`config.mk`:
```
export PLATFORM = sky130hd
export DESIGN_NAME = uart_tx_fifo
export DESIGN_NICKNAME = d
export VERILOG_FILES = /design/src/rtl/uart_tx_fifo_pkg.sv /design/src/rtl/uart_tx_fifo_fifo.sv /design/src/rtl/uart_tx_fifo.sv
export SDC_FILE = /design/constraint.sdc
export NUM_CORES = 1
export LEC_CHECK = 0
export CAP_MARGIN = 20
export CORE_UTILIZATION = 60
export DETAILED_ROUTE_END_ITERATION = 7
export PLACE_DENSITY_LB_ADDON = 0.1
export SETUP_SLACK_MARGIN = 0.3
export SLEW_MARGIN = 20
export SYNTH_ARGS = -nofsm -noshare
export SYNTH_HDL_FRONTEND = slang
export SYNTH_SLANG_ARGS = --single-unit
```
`constraint.sdc`:
```
create_clock -name clk -period 3 [get_ports clk]
set_input_delay 0.6 -clock clk [delete_from_list [all_inputs] [get_ports clk]]
set_output_delay 0.6 -clock clk [all_outputs]
set_load 0.05 [all_outputs]
```
`src/rtl/uart_tx_fifo_pkg.sv`:
```
// ---------------------------------------------------------------------------
// uart_tx_fifo_pkg
// Shared constants and helpers for the UART transmit FIFO slice.
//   BYTE_W     : width of a UART character.
//   OCC_W      : widest occupancy counter needed (DEPTH_LOG2 up to 8 -> 9 bits).
//   occ_update : occupancy after an optional push and an optional pop.
// ---------------------------------------------------------------------------
package uart_tx_fifo_pkg;

    localparam int unsigned BYTE_W = 8;
    localparam int unsigned OCC_W  = 9;

    // Push and pop may both happen on one edge; they cancel out.
    function automatic logic [OCC_W-1:0] occ_update(
        input logic [OCC_W-1:0] occ,
        input logic             push,
        input logic             pop
    );
        occ_update = occ
                   + {{(OCC_W-1){1'b0}}, push}
                   - {{(OCC_W-1){1'b0}}, pop};
    endfunction

endpackage

```
`src/rtl/uart_tx_fifo_fifo.sv`:
```
// ---------------------------------------------------------------------------
// sync_fifo
// Single-clock FIFO with registered full/empty/count and a one-cycle
// overflow pulse for writes rejected while full.
// Ports:
//   clk, rst  : clock, synchronous active-high reset
//   wr_en     : push wr_data (ignored and flagged when full)
//   wr_data   : entry to push
//   rd_en     : pop the head (ignored when empty)
//   rd_data   : current head entry (valid while !empty)
//   full      : FIFO holds 2^DEPTH_LOG2 entries
//   empty     : FIFO holds no entries
//   count     : occupancy, DEPTH_LOG2+1 bits
//   overflow  : high for the cycle after a rejected write
// ---------------------------------------------------------------------------
module sync_fifo
    import uart_tx_fifo_pkg::*;
#(
    parameter int unsigned WIDTH      = 8,
    parameter int unsigned DEPTH_LOG2 = 4
) (
    input  logic                  clk,
    input  logic                  rst,
    input  logic                  wr_en,
    input  logic [WIDTH-1:0]      wr_data,
    input  logic                  rd_en,
    output logic [WIDTH-1:0]      rd_data,
    output logic                  full,
    output logic                  empty,
    output logic [DEPTH_LOG2:0]   count,
    output logic                  overflow
);

    localparam int unsigned DEPTH = 2 ** DEPTH_LOG2;
    localparam int unsigned CNT_W = DEPTH_LOG2 + 1;

    logic [WIDTH-1:0]      mem_r [DEPTH];
    logic [DEPTH_LOG2-1:0] wr_ptr_r;
    logic [DEPTH_LOG2-1:0] rd_ptr_r;
    logic [CNT_W-1:0]      count_r;
    logic [CNT_W-1:0]      count_next_s;
    logic                  full_r;
    logic                  empty_r;
    logic                  overflow_r;
    logic                  push_s;
    logic                  pop_s;

    // Qualify requests against the registered flags and derive next occupancy.
    always_comb begin
        push_s       = wr_en && !full_r;
        pop_s        = rd_en && !empty_r;
        count_next_s = CNT_W'(occ_update(OCC_W'(count_r), push_s, pop_s));
    end

    // Pointers, occupancy, flags and overflow pulse.
    always_ff @(posedge clk) begin
        if (rst) begin
            wr_ptr_r   <= {DEPTH_LOG2{1'b0}};
            rd_ptr_r   <= {DEPTH_LOG2{1'b0}};
            count_r    <= {CNT_W{1'b0}};
            full_r     <= 1'b0;
            empty_r    <= 1'b1;
            overflow_r <= 1'b0;
        end else begin
            // Pointers wrap naturally modulo DEPTH.
            wr_ptr_r   <= push_s ? wr_ptr_r + DEPTH_LOG2'(1) : wr_ptr_r;
            rd_ptr_r   <= pop_s  ? rd_ptr_r + DEPTH_LOG2'(1) : rd_ptr_r;
            count_r    <= count_next_s;
            full_r     <= (count_next_s == CNT_W'(DEPTH));
            empty_r    <= (count_next_s == {CNT_W{1'b0}});
            overflow_r <= wr_en && full_r;
        end
    end

    // Storage array; contents need no reset because empty gates every read.
    always_ff @(posedge clk) begin
        if (push_s) begin
            mem_r[wr_ptr_r] <= wr_data;
        end
    end

    assign rd_data  = mem_r[rd_ptr_r];
    assign full     = full_r;
    assign empty    = empty_r;
    assign count    = count_r;
    assign overflow = overflow_r;

endmodule

```
`src/rtl/uart_tx_fifo.sv`:
```
// ---------------------------------------------------------------------------
// uart_tx_fifo
// Buffers outgoing bytes and hands them one at a time to simple_uart,
// pacing against its is_transmitting status.
// Ports:
//   clk, rst        : clock, synchronous active-high reset
//   wr_en, wr_data  : byte push from the producer
//   full, empty     : registered FIFO status
//   count           : registered occupancy (DEPTH_LOG2+1 bits)
//   overflow        : one-cycle pulse after a write dropped while full
//   idle            : FIFO empty and pacing FSM in IDLE
//   transmit        : one-cycle start strobe to simple_uart
//   tx_byte         : byte for simple_uart, held from strobe to next strobe
//   is_transmitting : busy status from simple_uart
// ---------------------------------------------------------------------------
module uart_tx_fifo
    import uart_tx_fifo_pkg::*;
#(
    parameter int unsigned DEPTH_LOG2    = 4,
    parameter int unsigned START_TIMEOUT = 4
) (
    input  logic                clk,
    input  logic                rst,
    input  logic                wr_en,
    input  logic [BYTE_W-1:0]   wr_data,
    output logic                full,
    output logic                empty,
    output logic [DEPTH_LOG2:0] count,
    output logic                overflow,
    output logic                idle,
    output logic                transmit,
    output logic [BYTE_W-1:0]   tx_byte,
    input  logic                is_transmitting
);

    localparam logic [1:0] ST_IDLE  = 2'd0;
    localparam logic [1:0] ST_START = 2'd1;
    localparam logic [1:0] ST_BUSY  = 2'd2;

    localparam int unsigned     TMR_W    = $clog2(START_TIMEOUT + 1);
    localparam logic [TMR_W-1:0] TMR_LAST = TMR_W'(START_TIMEOUT - 1);

    logic [1:0]        state_r;
    logic [1:0]        state_next_s;
    logic [TMR_W-1:0]  timer_r;
    logic [TMR_W-1:0]  timer_next_s;
    logic              pop_s;
    logic              transmit_r;
    logic [BYTE_W-1:0] tx_byte_r;
    logic [BYTE_W-1:0] head_s;
    logic              fifo_empty_s;

    sync_fifo #(
        .WIDTH      (BYTE_W),
        .DEPTH_LOG2 (DEPTH_LOG2)
    ) u_fifo (
        .clk      (clk),
        .rst      (rst),
        .wr_en    (wr_en),
        .wr_data  (wr_data),
        .rd_en    (pop_s),
        .rd_data  (head_s),
        .full     (full),
        .empty    (fifo_empty_s),
        .count    (count),
        .overflow (overflow)
    );

    // Pacing FSM next-state: pop in IDLE, wait for the UART to start, then finish.
    always_comb begin
        state_next_s = state_r;
        timer_next_s = timer_r;
        pop_s        = 1'b0;
        case (state_r)
            ST_IDLE: begin
                if (!fifo_empty_s) begin
                    pop_s        = 1'b1;
                    state_next_s = ST_START;
                    timer_next_s = {TMR_W{1'b0}};
                end else begin
                    state_next_s = ST_IDLE;
                end
            end
            ST_START: begin
                if (is_transmitting) begin
                    state_next_s = ST_BUSY;
                end else if (timer_r == TMR_LAST) begin
                    // UART never acknowledged; treat the byte as sent.
                    state_next_s = ST_IDLE;
                end else begin
                    timer_next_s = timer_r + TMR_W'(1);
                end
            end
            ST_BUSY: begin
                if (!is_transmitting) begin
                    state_next_s = ST_IDLE;
                end else begin
                    state_next_s = ST_BUSY;
                end
            end
            default: begin
                state_next_s = ST_IDLE;
            end
        endcase
    end

    // State, timer and registered UART-facing outputs.
    always_ff @(posedge clk) begin
        if (rst) begin
            state_r    <= ST_IDLE;
            timer_r    <= {TMR_W{1'b0}};
            transmit_r <= 1'b0;
            tx_byte_r  <= 8'h00;
        end else begin
            state_r    <= state_next_s;
            timer_r    <= timer_next_s;
            // The strobe is high exactly in the first START cycle.
            transmit_r <= pop_s;
            tx_byte_r  <= pop_s ? head_s : tx_byte_r;
        end
    end

    assign empty    = fifo_empty_s;
    assign transmit = transmit_r;
    assign tx_byte  = tx_byte_r;
    // Decode of two registers only; no input reaches idle combinationally.
    assign idle     = fifo_empty_s && (state_r == ST_IDLE);

endmodule

```
# Yosys cells after proc, flatten, opt, wreduce, memory -nomap -nowiden
# Memories as Yosys holds them, arrays and structs flattened. A register that Yosys moved wholly into a read port is not among the register bits.
# Index checks and enable logic that the tools add are counted.
# Widths: inputs -> output; s select.
# totals
memories,1
mem_bits_ro,0
input_bits,12
ram_bits,128
wordCells,46
regBits,22
latchBits,0
output_inout_bits,18
# op_classes
addsub,5
div_mod_pow,0
magnitude_cmp,0
shifts,0
multipliers,0
n_eq_ne,8
n_mux,13
reduce_logical,10
bitwise_logic,0
# mem_list
memory,depth,word_bits,rd,rd_ports_with_merged_regs,write_ports,line,rtl
u_fifo.mem_r,16,8,1,1,1,uart_tx_fifo_fifo.sv:37,logic [WIDTH-1:0] mem_r [DEPTH];
# ops
operator,n
$mux 3,3
$add 4x1->4 const B,2
$mux 2,3
$ne 2x2->1 const B,3
$pmux 2 s3,1
$pmux 3 s2,1
$add 5x1->5,1
$eq 5x5->1 const B,1
$logic_not 5->1,1
$mux 1,5
$sub 5x1->5,1
$logic_and 1x1->1,4
$reduce_and 4->1,1
$add 3x1->3 const B,1
$eq 3x2->1 const B,1
$ne 3x3->1 const B,1
$eq 2x1->1 const B,1
$eq 2x2->1 const B,1
$logic_not 1->1,2
$logic_not 2->1,1
$reduce_bool 2->1,1

# Depth between registers and ports, before layout
# depth
word_depth,5
mapped_depth,12
mapped_depth_nobuf,12

# Modules after synthesis
# From an unflattened synthesis, not the netlist that was laid out.
# hier_totals
cells_unflattened,380
hier_area_um2,6456.2
# by_module_without_submodules
module,cells_per_inst,seq_area_each_um2,area_per_inst_um2,instances
sync_fifo,313,4244.1,5843.1,1
uart_tx_fifo,67,280.3,613.1,1

# Worst setup path before layout
# No wires, ideal clock.
# synth_path
kind,reg2reg
from,register u_fifo.empty_r (netlist: u_fifo.empty)
to,register u_fifo.empty_r (netlist: u_fifo.empty)
t_arrival_ps,2606
synth_period_minus_slack_ps,2723
slack_ps,277
path_buffers,0
required_ps,2884
setup_time_ps,116
stages_incl_launch_ff,11
cell_sequence,dfxtp_1 nand2b_1 inv_1 ha_1 inv_1 ha_1 fa_1 a21o_1 a21oi_1 xnor2_1 a31o_2
# synth_via
elab_chain_len,5
word_cells_on_any_way,6
classes_between,1 x add/sub; 2 x mux; 3 x reduce/logical
# synth_rtl
element,line,rtl
"start, declared",uart_tx_fifo_fifo.sv:43,logic empty_r;
"start signal, assigned",uart_tx_fifo_fifo.sv:70,empty_r <= (count_next_s == {CNT_W{1'b0}});
$mux 1,uart_tx_fifo.sv:76,if (!fifo_empty_s) begin
$mux 1,uart_tx_fifo.sv:74,case (state_r)
net pop_s,uart_tx_fifo.sv:47,logic pop_s;
$logic_and 1x1->1,uart_tx_fifo_fifo.sv:51,pop_s = rd_en && !empty_r;
$sub 5x1->5,uart_tx_fifo_pkg.sv:21,"- {{(OCC_W-1){1'b0}}, pop};"
$logic_not 5->1,uart_tx_fifo_fifo.sv:70,
# The timed path passes the listed nets, and every way through them passes these cells.
# A chain may end at the register's enable or synchronous reset.

# Worst setup path in the final report
# layout_path
from,register state_r[0]
to,register u_fifo.empty_r (netlist: u_fifo.empty)
# layout_via
elab_chain_len,5
# layout_rtl
element,line,rtl
"start, declared",uart_tx_fifo.sv:43,logic [1:0] state_r;
"start signal, assigned",uart_tx_fifo.sv:115,state_r <= state_next_s;
$logic_not 2->1,uart_tx_fifo.sv:74,
$mux 1,uart_tx_fifo.sv:74,
net pop_s,uart_tx_fifo.sv:47,
$logic_and 1x1->1,uart_tx_fifo_fifo.sv:51,
$sub 5x1->5,uart_tx_fifo_pkg.sv:21,
$logic_not 5->1,uart_tx_fifo_fifo.sv:70,
# The timed path passes the listed nets, and every way through them passes these cells.

==> flow_metrics.py <==
metrics = {
    "pwr": {
        "p_clk_frac": 0.319,
        "p_total_mw": 6.06,
        "peakVddDrop_v": 0.000538,
        "power_leakage_nw": 2.48,
        "p_int_mw": 4.20,
        "power.density_mw_per_mm2": 811,
        "switchingPower_mw": 1.86,
        "seqPwrFrac": 0.436,
        "combinationalPowerShare": 0.245,
        "switching_share": 0.307,
    },
    "sta": {
        "relSlewSlack": 0.473,
        "setup_violations": 0,
        "tightest_slew_ns": 0.788,
        "hold_viol": 0,
        "skew_ns": 0.00639,
        "maxSlewViolCount": 0,
        "min_period_ns": 2.56,
        "max_freq_mhz": 391,
        "layout_worst_path_cycle_share": 0.853,
        "rsz0062_at_grt": "false",
        "setup_tns_ns": 0,
    },
    "logic_synthesis": {
        "synth_edf_count": 128,
        "syn_nets": 450,
        "seq_area_frac_synth": 0.697,
        "synth_cell_types": 36,
        "syn_inst": 422,
        "synth_common_cells": "edfxtp_1, mux2i_1, nor2_1",
        "synth_top_area_cell": "edfxtp_1",
        "synth.avg_cell_area_um2": 15.1,
        "ys.flop_type": "edfxtp_1",
        "ys_warn_count": 0,
        "synth.cell_area_mm2": 0.00638,
        "ys_ff_latch": 158,
        "yosysMostFrequentCell": "edfxtp_1",
        "synth_area_leaders": "edfxtp_1, mux2i_1, dfxtp_1",
        "synth.top_cell.area_share": 0.603,
        "synth_async_sr_flop_share": 0,
    },
    "global_route": {
        "first_global_vias": 3482,
        "antenna_found_initial": 0,
        "grt-ovfl-total": 0,
        "track_usage": 0.234,
        "grt_start_max_net_pins": 37,
        "grt_pass1_wl_mm": 18.5,
    },
    "placement": {
        "numPortBuffers": 29,
        "dp.cells": 591,
        "gp_congestion": 0.793,
        "dp_hpwl_mm": 7.84,
    },
    "floorplan": {
        "rows": 37,
        "start_util": 0.618,
        "io_pins": 30,
        "core-area_mm2": 0.0103,
        "die_w_um": 105,
        "die_h_um": 105,
        "dieArea_mm2": 0.0110,
    },
    "finish": {
        "drive_gt1_frac": 0.134,
        "nets": 502,
        "final_cells": 622,
        "post-route-util": 0.723,
        "area_growth_pct": 17.1,
        "num_antenna_cells": 0,
    },
    "clocking": {
        "clock-root-buffer": "clkbuf_8",
        "post_cts_resized": 0,
        "cts_tree": "yes",
        "numCtsBuffers": 17,
        "ctsHoldBuffers": 0,
        "cts_max_level": 4,
        "cts.sinks": 158,
        "path_clk_slew_ns": 0.06,
        "post-cts-setup-buffer-count": 0,
        "clkLatencyLatePin_ns": 0.53,
        "clockBufferDepth": 2,
    },
    "route": {
        "dr.pass1.iters": 5,
        "avgViaCountPerCell": 5.78,
        "drtIter0Drc": 262,
        "ant_nets": 0,
        "drc": 0,
        "wire_per_inst_um": 19.5,
        "via_count": 3596,
        "wl_mm": 12.1,
    },
    "worst_setup_path": {
        "cpMostUsedCell": "ha_1",
        "max_stage_delay_ns": 0.40,
        "worstSetupPathType": "reg -> reg",
        "cp.required_ns": 3.42,
        "critPathLaunchType": "flop",
        "arrival_ns": 2.98,
        "crit_slowest_cell": "fa_1",
        "crit_chain": "inv_1 -> ha_1 -> nand2b_1 -> inv_2 -> ha_1 -> inv_1 -> ha_1 -> fa_1 -> a21o_1 -> a21oi_1 -> xnor2_1 -> a31o_2",
        "critPathMaxFanout": 6,
        "crit_buf_inv": 3,
        "crit_family": "adder cells",
        "cp-end-kind": "flop",
    },
    "min_path": {
        "holdCritPathClass": "reg -> reg",
    },
    "run": {
        "maxCapViolations": 0,
    },
    "run_status": {
        "outcome": "complete, no violations",
    },
}
power by group through the flow:
stage	registers (mW)	clock network [mW]	logic, mW
floorplan	2.91	0	0.781
global placement	2.68	0	1.43
detailed placement	2.69	0	1.47
CTS	2.64	1.96	1.48
global route	2.66	2.03	1.60
finish	2.64	1.93	1.48
worst paths after layout:
| path | from | to | slack [ns] | cells past startpoint |
|---|---|---|---|---|
| max | state_r[0] | u_fifo.empty | 0.44 | 12 |
| min | tx_byte[1] | tx_byte[1] | 0.46 | 2 |
| max reg2reg | state_r[0] | u_fifo.empty | 0.44 | 12 |
| min reg2reg | tx_byte[1] | tx_byte[1] | 0.46 | 2 |
worst reg2reg max path, delay by kind of cell (launching register included):
family / cells / cell delay (ns)
adder cells (fa/ha/maj): 4 / 1.10
AO/OA/AOI/OAI: 3 / 0.59
flip-flops: 1 / 0.36
buffers and inverters: 3 / 0.18
XOR/XNOR: 1 / 0.13
AND/OR/NAND/NOR: 1 / 0.11
cell families after synthesis:
logic type	count (synthesis)	synth area share
XOR/XNOR	11	0.0151
AND/OR/NAND/NOR	101	0.0771
flip-flops	158	0.697
adder cells (fa/ha/maj)	16	0.0326
multiplexers	65	0.109
buffers and inverters	32	0.0251
AO/OA/AOI/OAI	39	0.0439
flip-flops by register name, indices dropped and copies added (netlist names):
name             cells
state_r              2
timer_r              3
transmit             1
tx_byte              8
u_fifo.count         5
u_fifo.empty         1
u_fifo.full          1
u_fifo.mem_r       128
u_fifo.overflow      1
u_fifo.rd_ptr_r      4
u_fifo.wr_ptr_r      4
cell usage in the layout (no fill, tap or decap), types with 2 or more instances in the layout:
cell type        instances
xnor2_1                  4
xor2_1                   7
inv_1                   11
clkinv_4                 2
nand3_1                 21
dfxtp_2                  2
dfxtp_1                 27
nand4_1                  2
clkbuf_16               16
and2_1                   2
mux2i_1                 61
clkinvlp_4               5
clkdlybuf4s50_1         28
a21o_1                   2
a21oi_1                  6
nand2b_1                 4
nor2_1                  31
ha_1                    15
nor2b_1                  9
nor3_1                   5
nand2_1                 20
edfxtp_1               128
mux4_1                   2
clkinv_2                 2
buf_4                   23
a22oi_1                 28
routing by layer:
| layer | routed length [um] | vias to the layer above | GRT usage |
|---|---|---|---|
| met5 | 0 | - | 0 |
| met4 | 213 | 0 | 0.0966 |
| met3 | 551 | 19 | 0.0512 |
| met2 | 5960 | 100 | 0.377 |
| met1 | 5390 | 1796 | 0.310 |
| li1 | - | 1681 | - |
layout make-up:
cell class | instances | area (um2)
flip-flops and latches | 158 | 4450
fillers | 658 | 2860
multi-input cells | 232 | 1780
repair buffers | 53 | 485
clock buffers | 18 | 418
well taps | 136 | 170
clock inverters | 13 | 119
inverters | 12 | 45.0
metrics by stage:
step                      hold slack [ns]  area, um2  worst slack, ns
after floorplan                     0.464       6380            0.402
after global placement              0.449       6920            0.439
after detailed placement            0.451       6920            0.365
after CTS                           0.465       7460            0.321
after global routing                0.488       7470            0.304
final                               0.459       7470            0.441
Power figures use the tool's default switching activity.
